## src/rtl/instruction_queue_pkg.sv

```systemverilog
// instruction_queue_pkg: sideband bit positions and default word geometry
package instruction_queue_pkg;
   localparam int WORD_W_DEF  = 16;
   localparam int GROUP_W_DEF = 2;
   localparam int SB_W_DEF    = 6;
   localparam int SB_ADDR_INC = 5;
   localparam int SB_EN_BKP   = 4;
   localparam int SB_OP_MSB   = 3;
   localparam int SB_OP_LSB   = 1;
   localparam int SB_MODE     = 0;
endpackage

```

## src/rtl/instruction_fifo_mem.sv

```systemverilog
// instruction_fifo_mem: DEPTH x W register array, one write port, one async read port
module instruction_fifo_mem #(
   parameter int DEPTH = 4,
   parameter int W     = 22
) (
   input  logic                     clk,
   input  logic                     we,
   input  logic [$clog2(DEPTH)-1:0] waddr,
   input  logic [W-1:0]             wdata,
   input  logic [$clog2(DEPTH)-1:0] raddr,
   output logic [W-1:0]             rdata
);
   logic [W-1:0] mem [DEPTH];
   always_ff @(negedge clk)
      if (we) mem[waddr] <= wdata;
   assign rdata = mem[raddr];
endmodule

```

## src/rtl/instruction_queue.sv

```systemverilog
// instruction_queue: prefetch FIFO feeding a registered execute latch, with
// same-edge bypass when empty; all state moves on the falling clock edge.
module instruction_queue
   import instruction_queue_pkg::*;
#(
   parameter int WORD_W  = WORD_W_DEF,
   parameter int GROUP_W = GROUP_W_DEF,
   parameter int SB_W    = SB_W_DEF,
   parameter int DEPTH   = 4
) (
   input  logic                       CLK,
   input  logic                       RESET,
   input  logic                       FLUSH,
   input  logic [WORD_W-1:0]          DIN,
   input  logic [SB_W-1:0]            SB_IN,
   input  logic                       DIN_VALID,
   output logic                       DIN_READY,
   input  logic                       EXECUTE,
   output logic [WORD_W-GROUP_W-1:0]  INSTRUCTION,
   output logic [GROUP_W-1:0]         GROUPX,
   output logic [SB_W-1:0]            SB_OUT,
   output logic                       OUT_VALID,
   output logic [$clog2(DEPTH+1)-1:0] COUNT
);
   localparam int PW = $clog2(DEPTH);
   localparam int CW = $clog2(DEPTH+1);
   localparam int EW = WORD_W + SB_W;
   logic [PW-1:0] wr_ptr, rd_ptr;
   logic [EW-1:0] head, lat;
   logic [CW-1:0] count_nxt;
   logic          empty, push, pop, bypass, starve, fifo_push;
   assign empty     = COUNT == '0;
   assign push      = DIN_VALID & DIN_READY;
   assign pop       = EXECUTE & ~empty;
   assign bypass    = EXECUTE & empty & push;
   assign starve    = EXECUTE & empty & ~push;
   assign fifo_push = push & ~bypass;
   assign count_nxt = COUNT + CW'(fifo_push) - CW'(pop);
   instruction_fifo_mem #(.DEPTH(DEPTH), .W(EW)) u_mem (
      .clk   (CLK),
      .we    (fifo_push & ~FLUSH),
      .waddr (wr_ptr),
      .wdata ({DIN, SB_IN}),
      .raddr (rd_ptr),
      .rdata (head)
   );
   always_ff @(negedge CLK or posedge RESET)
      if (RESET) begin
         wr_ptr    <= '0;
         rd_ptr    <= '0;
         COUNT     <= '0;
         DIN_READY <= 1'b1;
         lat       <= '0;
         OUT_VALID <= 1'b0;
      end else if (FLUSH) begin
         wr_ptr    <= '0;
         rd_ptr    <= '0;
         COUNT     <= '0;
         DIN_READY <= 1'b1;
         lat       <= '0;
         OUT_VALID <= 1'b0;
      end else begin
         if (fifo_push) wr_ptr <= wr_ptr + PW'(1);
         if (pop) rd_ptr <= rd_ptr + PW'(1);
         COUNT     <= count_nxt;
         DIN_READY <= count_nxt != CW'(DEPTH);
         if (pop | bypass) begin
            lat       <= pop ? head : {DIN, SB_IN};
            OUT_VALID <= 1'b1;
         end else if (starve) OUT_VALID <= 1'b0;
      end
   assign {GROUPX, INSTRUCTION, SB_OUT} = lat;
endmodule

```

## config.mk

```make
export PLATFORM = sky130hd
export DESIGN_NAME = instruction_queue
export DESIGN_NICKNAME = d
export VERILOG_FILES = /design/src/rtl/instruction_queue_pkg.sv /design/src/rtl/instruction_fifo_mem.sv /design/src/rtl/instruction_queue.sv
export SDC_FILE = /design/constraint.sdc
export NUM_CORES = 1
export LEC_CHECK = 0
export ABC_AREA = 1
export CAP_MARGIN = 30
export CORE_MARGIN = 2
export CORE_UTILIZATION = 44
export DETAILED_ROUTE_END_ITERATION = 8
export GPL_TIMING_DRIVEN = 0
export PLACE_DENSITY_LB_ADDON = 0.1
export SKIP_LAST_GASP = 1
export SLEW_MARGIN = 0
export SYNTH_ARGS = -nofsm -noshare
export SYNTH_HDL_FRONTEND = slang
export SYNTH_SLANG_ARGS = --single-unit
```

## constraint.sdc

```tcl
create_clock -name CLK -period 3.8 [get_ports CLK]
set_clock_uncertainty 0.15 [all_clocks]
set_input_delay 0.38 -clock CLK [delete_from_list [all_inputs] [get_ports CLK]]
set_output_delay 0.38 -clock CLK [all_outputs]
set_load 0.1 [all_outputs]
```

==> flow_summary_export.csv, run 1 <==
group,metric,value,unit
timing,slew_violations,0,
layout,area_delta_synth_final,35.5,%
placed_design,dp.cells,695,
cts,tritoncts,"built",
timing,report.final.setup_viol,0,
setup_path,cp_slowest_stage_delay,540,ps
timing,hold_violations,0,
die,die_x,112,um
cts,htree_levels,4,
cts,clk_latency,440,ps
layout,finalNetCount,700,
timing,slew_headroom,50.4,%
synthesis,yosysSeqAreaShare,66.0,%
min_path,holdCritPathClass,"reg -> reg",
layout,final_common_cell,"nand2_1",
die,start_util,45.2,%
layout,finalNonFillerCells,823,
global_route,grt_usage,21.9,%
global_route,grt_pass1_wl,21.1,mm
power,finalPower,5.47,mW
setup_path,arrival,3240,ps
synthesis,synth_top_area_cell,"edfxtp_1",
global_route,overflow,0,
die,die_area,0.0127,mm^2
cts,path_clk_slew,50,ps
placed_design,port_buffers,52,
synthesis,yosysUniqueCellTypes,22,
synthesis,synth_top_area_share,51.0,%
detailed_routing,dr.pass1.iters,5,
layout,finish.instance_area,0.00701,mm^2
setup_path,reg2reg_depth,9,
setup_path,crit_cells,1,
layout,drive_gt1_share,17.5,%
setup_path,crit_type,"reg -> out",
die,io_pins,54,
cts,ctsHoldBuffers,0,
detailed_routing,drc,0,
synthesis,syn_inst,495,
flow_run,cap_viol_max_count,0,
placed_design,place_area,0.00602,mm^2
die,die_h,112,um
die,core-area,0.0115,mm^2
timing,rsz0062_at_grt,"no",
detailed_routing,post_drt_wl_per_cell,15.8,um
setup_path,rrSetupSlack,1640,ps
timing,holdWs,303,ps
cts,clock_sinks,119,
synthesis,synthTopCellsByArea,"edfxtp_1, dfrtn_1, nand2_1, nand3_1, nor2_1",
power,ir_drop,491,uV
global_route,grt_max_degree,17,
setup_path,crit_fanout,2,
setup_path,critPathTopFamily,"buffers and inverters",
detailed_routing,totalWireLength,13.0,mm
synthesis,synth_nets,528,
setup_path,cp-end-kind,"output port",
setup_path,crit_end,"INSTRUCTION[8]",
synthesis,synth-seq-cells,119,
synthesis,syn_area_per_cell,10.5,um^2
run_status,status,"completed",
placed_design,place_congestion,0.823,
cts,numCtsBuffers,17,
detailed_routing,vias,4061,
setup_path,reg2reg_to,"COUNT[1]",
synthesis,yosys_warnings,0,
setup_path,crit_start,"lat[14]",
power,leakage,3.28,nW
setup_path,worst_setup_path_start_kind,"flop",
detailed_routing,viasPerCell,4.93,
synthesis,netlist_area,0.00518,mm^2
layout,layout_common_cells,"nand2_1, inv_1, edfxtp_1, nand3_1, dfrtn_1",
cts,cts-root-buf,"clkbuf_16",
setup_path,slowest_stage,"clkdlybuf4s18_2",
placed_design,hpwl,8.17,mm
layout,finish.utilization,61.2,%
power,power_density,780,mW/mm^2
setup_path,required,3270,ps
layout,n_antenna_cell,0,
global_route,antenna_found_initial,0,
timing,tightest_slew,743,ps
detailed_routing,drt_iter0_markers,270,
setup_path,reg2reg_from,"COUNT[1]",
setup_path,worst-path-buf-inv,1,
cts,cts_max_path_buffers,2,
global_route,grt_pass1_vias,4087,
die,core.rowCount,39,
setup_path,path_cells,"clkdlybuf4s18_2",
detailed_routing,ant_nets,0,
==> stage by stage <==
stage	TNS [ps]	setup WS [ps]
global route	0	0.287
detailed placement	-80470	-937
global placement	-115060	-1240
floorplan	-10100	-115
finish	0	26.5
CTS	-394	-143
==> cell type report <==
| type | instances | area (um^2) |
|---|---|---|
| Buffer | 27 | 224 |
| Clock buffer | 19 | 433 |
| Clock inverter | 102 | 440 |
| Fill cell | 979 | 4450 |
| Inverter | 19 | 76.3 |
| Multi-Input combinational cell | 329 | 1540 |
| Sequential cell | 119 | 3420 |
| Tap cell | 143 | 179 |
| Timing Repair Buffer | 65 | 703 |
==> repair_timing <==
action / 4_1_cts / 5_1_grt
cloned: 0 / 0
setup endpoints to repair: 118 / 112
pin swaps: 8 / 8
buffers inserted: 6 / 2
resized for setup: 103 / 33
==> sequential cells by signal, indices dropped and copies added (netlist names) <==
| name | flops |
|---|---|
| DIN_READY | 1 |
| lat | 22 |
| rd_ptr | 2 |
| wr_ptr | 2 |
| COUNT | 3 |
| u_mem.mem | 88 |
| OUT_VALID | 1 |
==> power by group <==
group / total [mW] / switching (mW) / internal, mW / leakage (nW)
Combinational: 1.97 / 1.43 / 0.537 / 1.34
Sequential: 1.67 / 0.0846 / 1.59 / 1.21
Clock: 1.83 / 0.807 / 1.02 / 0.734
Total: 5.47 / 2.32 / 3.15 / 3.28
==> logic make-up after synthesis <==
group,Yosys count,share of synthesized area [%]
AOI/OAI and AO/OA,27,2.66
adders and majority gates,6,1.59
buffers and inverters,47,5.63
DFF,119,66.0
and+or+nand+nor,296,24.1
==> worst min-delay path by stage <==
stage	from	end	depth (start not counted)
after floorplan	wr_ptr[0]	wr_ptr[0]	1
after global placement	lat[2]	lat[2]	2
after detailed placement	lat[17]	lat[17]	2
after CTS	lat[3]	lat[3]	2
after global routing	lat[1]	lat[1]	2
final	lat[3]	lat[3]	2
==> synthesized netlist by cell type <==
master,n
inv_1,17
nand3_4,1
nand3_1,72
nor2_4,1
nand2_2,1
ha_1,5
nor2_1,34
buf_4,4
buf_6,11
nand3_2,1
o21bai_1,1
dfstp_2,1
inv_4,1
fa_1,1
nand2_4,2
a21oi_1,21
buf_2,12
inv_2,2
o21ai_0,5
dfrtn_1,30
edfxtp_1,88
nand2_1,184
==> layer usage <==
layer  track usage (%)  routed length [um]  vias to the layer above
li1                  -                   -                     2002
met1              26.9                5450                     1910
met2              36.8                6560                      136
met3              5.99                 862                       13
met4              8.78                 159                        0
met5                 0                   0                        -
(Power assumes the default switching activity.)
==> inputs of run 2 (changes only) <==
- CORE_UTILIZATION: 44 -> 51
- clock period: 3.8 -> 3.1 ns (I/O delays scaled with it)
==> flow_summary_export.csv, run 2 (same netlist as run 1, synthesis figures left out) <==
group,metric,value,unit
cts,cts_max_path_buffers,2,
timing,holdWs,369,ps
setup_path,critPathTopFamily,"flip-flops",
power,finalPower,7.64,mW
detailed_routing,viasPerCell,5.32,
layout,final_common_cell,"nand2_1",
placed_design,place_congestion,0.800,
setup_path,reg2reg_to,"COUNT[1]",
setup_path,worst_setup_path_start_kind,"flop",
cts,htree_levels,4,
setup_path,path_cells,"buf_12",
run_status,status,"complete, but fails checks",
setup_path,arrival,2790,ps
layout,finalNetCount,724,
layout,fillCellCount,647,
cts,clock_sinks,119,
detailed_routing,post_drt_wl_per_cell,17.9,um
setup_path,crit_type,"reg -> out",
timing,slew_headroom,60.1,%
setup_path,cp-end-kind,"output port",
detailed_routing,drc,0,
global_route,grt_pass1_vias,4426,
power,leakage,3.54,nW
die,die_h,105,um
detailed_routing,vias,4456,
die,start_util,52.7,%
setup_path,crit_cells,1,
timing,report.final.setup_viol,21,
layout,largest_reg_flops,88,
timing,hold_violations,0,
placed_design,port_buffers,52,
global_route,overflow,0,
power,ir_drop,505,uV
cts,clk_latency,540,ps
setup_path,crit_end,"DIN_READY",
global_route,grt_max_degree,21,
timing,slew_violations,0,
flow_run,cap_viol_max_count,0,
die,die_x,105,um
timing,tns,-474,ps
cts,numCtsBuffers,17,
die,die_area,0.0110,mm^2
detailed_routing,ant_nets,0,
setup_path,rrSetupSlack,870,ps
placed_design,dp.cells,681,
detailed_routing,totalWireLength,15.0,mm
setup_path,crit_fanout,2,
layout,finalNonFillerCells,837,
die,io_pins,54,
die,core-area,0.00982,mm^2
layout,regArea,0.00342,mm^2
timing,tightest_slew,598,ps
setup_path,reg2reg_from,"COUNT[0]",
setup_path,slowest_stage,"dfstp_2",
cts,ctsHoldBuffers,0,
detailed_routing,drt_iter0_markers,530,
layout,layout_common_cells,"nand2_1, inv_1, edfxtp_1, nand3_1, buf_12",
setup_path,required,2640,ps
setup_path,worst-path-buf-inv,1,
timing,rsz0062_at_grt,"yes",
die,core.rowCount,36,
layout,n_antenna_cell,0,
layout,reg_top3,"u_mem.mem x88, lat x22, COUNT x3",
cts,path_clk_slew,50,ps
layout,area_delta_synth_final,46.8,%
detailed_routing,dr.pass1.iters,5,
layout,multi_input_area,0.00158,mm^2
cts,tritoncts,"built",
global_route,grt_pass1_wl,23.0,mm
layout,finish.utilization,77.4,%
layout,drive_gt1_share,21.0,%
min_path,holdCritPathClass,"reg -> reg",
setup_path,cp_slowest_stage_delay,550,ps
timing,setup_slack,-147,ps
setup_path,crit_start,"DIN_READY",
global_route,antenna_found_initial,0,
setup_path,reg2reg_depth,10,
layout,regMostFlops,"u_mem.mem",
global_route,grt_usage,28.5,%
run_status,violations,"setup timing",
power,power_density,1010,mW/mm^2
placed_design,hpwl,7.40,mm
cts,cts-root-buf,"clkbuf_8",
==> run 2: timing repair <==
action,4_1_cts,5_1_grt
cloned,4,0
gates resized for setup,250,5
endpoints found under the setup margin,118,118
pin swaps,13,6
buffers inserted,22,10
endpoints found under the hold margin,0,0
==> run 2: report_power, final <==
group	switching, mW	internal, mW	leakage (nW)	total [mW]
clock	1.07	1.56	0.793	2.63
combinational	1.88	1.02	1.54	2.91
sequential	0.152	1.95	1.21	2.10
total	3.11	4.53	3.54	7.64
==> run 2: worst min path at each step <==
| stage | end | slack [ps] | cells past startpoint | startpoint |
|---|---|---|---|---|
| floorplan | wr_ptr[0] | 290 | 1 | wr_ptr[0] |
| global placement | lat[2] | 300 | 2 | lat[2] |
| detailed placement | lat[5] | 310 | 2 | lat[5] |
| CTS | lat[5] | 370 | 2 | lat[5] |
| global route | lat[11] | 390 | 2 | lat[11] |
| finish | lat[12] | 370 | 2 | lat[12] |
==> run 2: final cells by class <==
cell class                      instances  share of cell area [%]
Inverter                               19                    1.00
Clock buffer                           19                    6.11
Tap cell                              133                    2.19
Multi-Input combinational cell        333                    20.8
Buffer                                 27                    3.11
Sequential cell                       119                    45.0
Timing Repair Buffer                   85                    14.9
Clock inverter                        102                    6.85
==> run 2: metal layers <==
layer	vias to the layer above	wire length, um	track usage [%]	part of all wire (%)
met5	-	0	0	0
met4	0	411	13.0	2.7
met3	45	1420	7.30	9.4
met2	284	7390	46.4	49
met1	2077	5770	35.9	39
li1	2050	-	-	-
==> run 2: per-stage QoR <==
| step | cell area [um^2] | setup WS (ps) |
|---|---|---|
| floorplan | 5270 | -213 |
| global placement | 5950 | -895 |
| detailed placement | 5980 | -886 |
| CTS | 7520 | -154 |
| global route | 7600 | -165 |
| finish | 7600 | -147 |
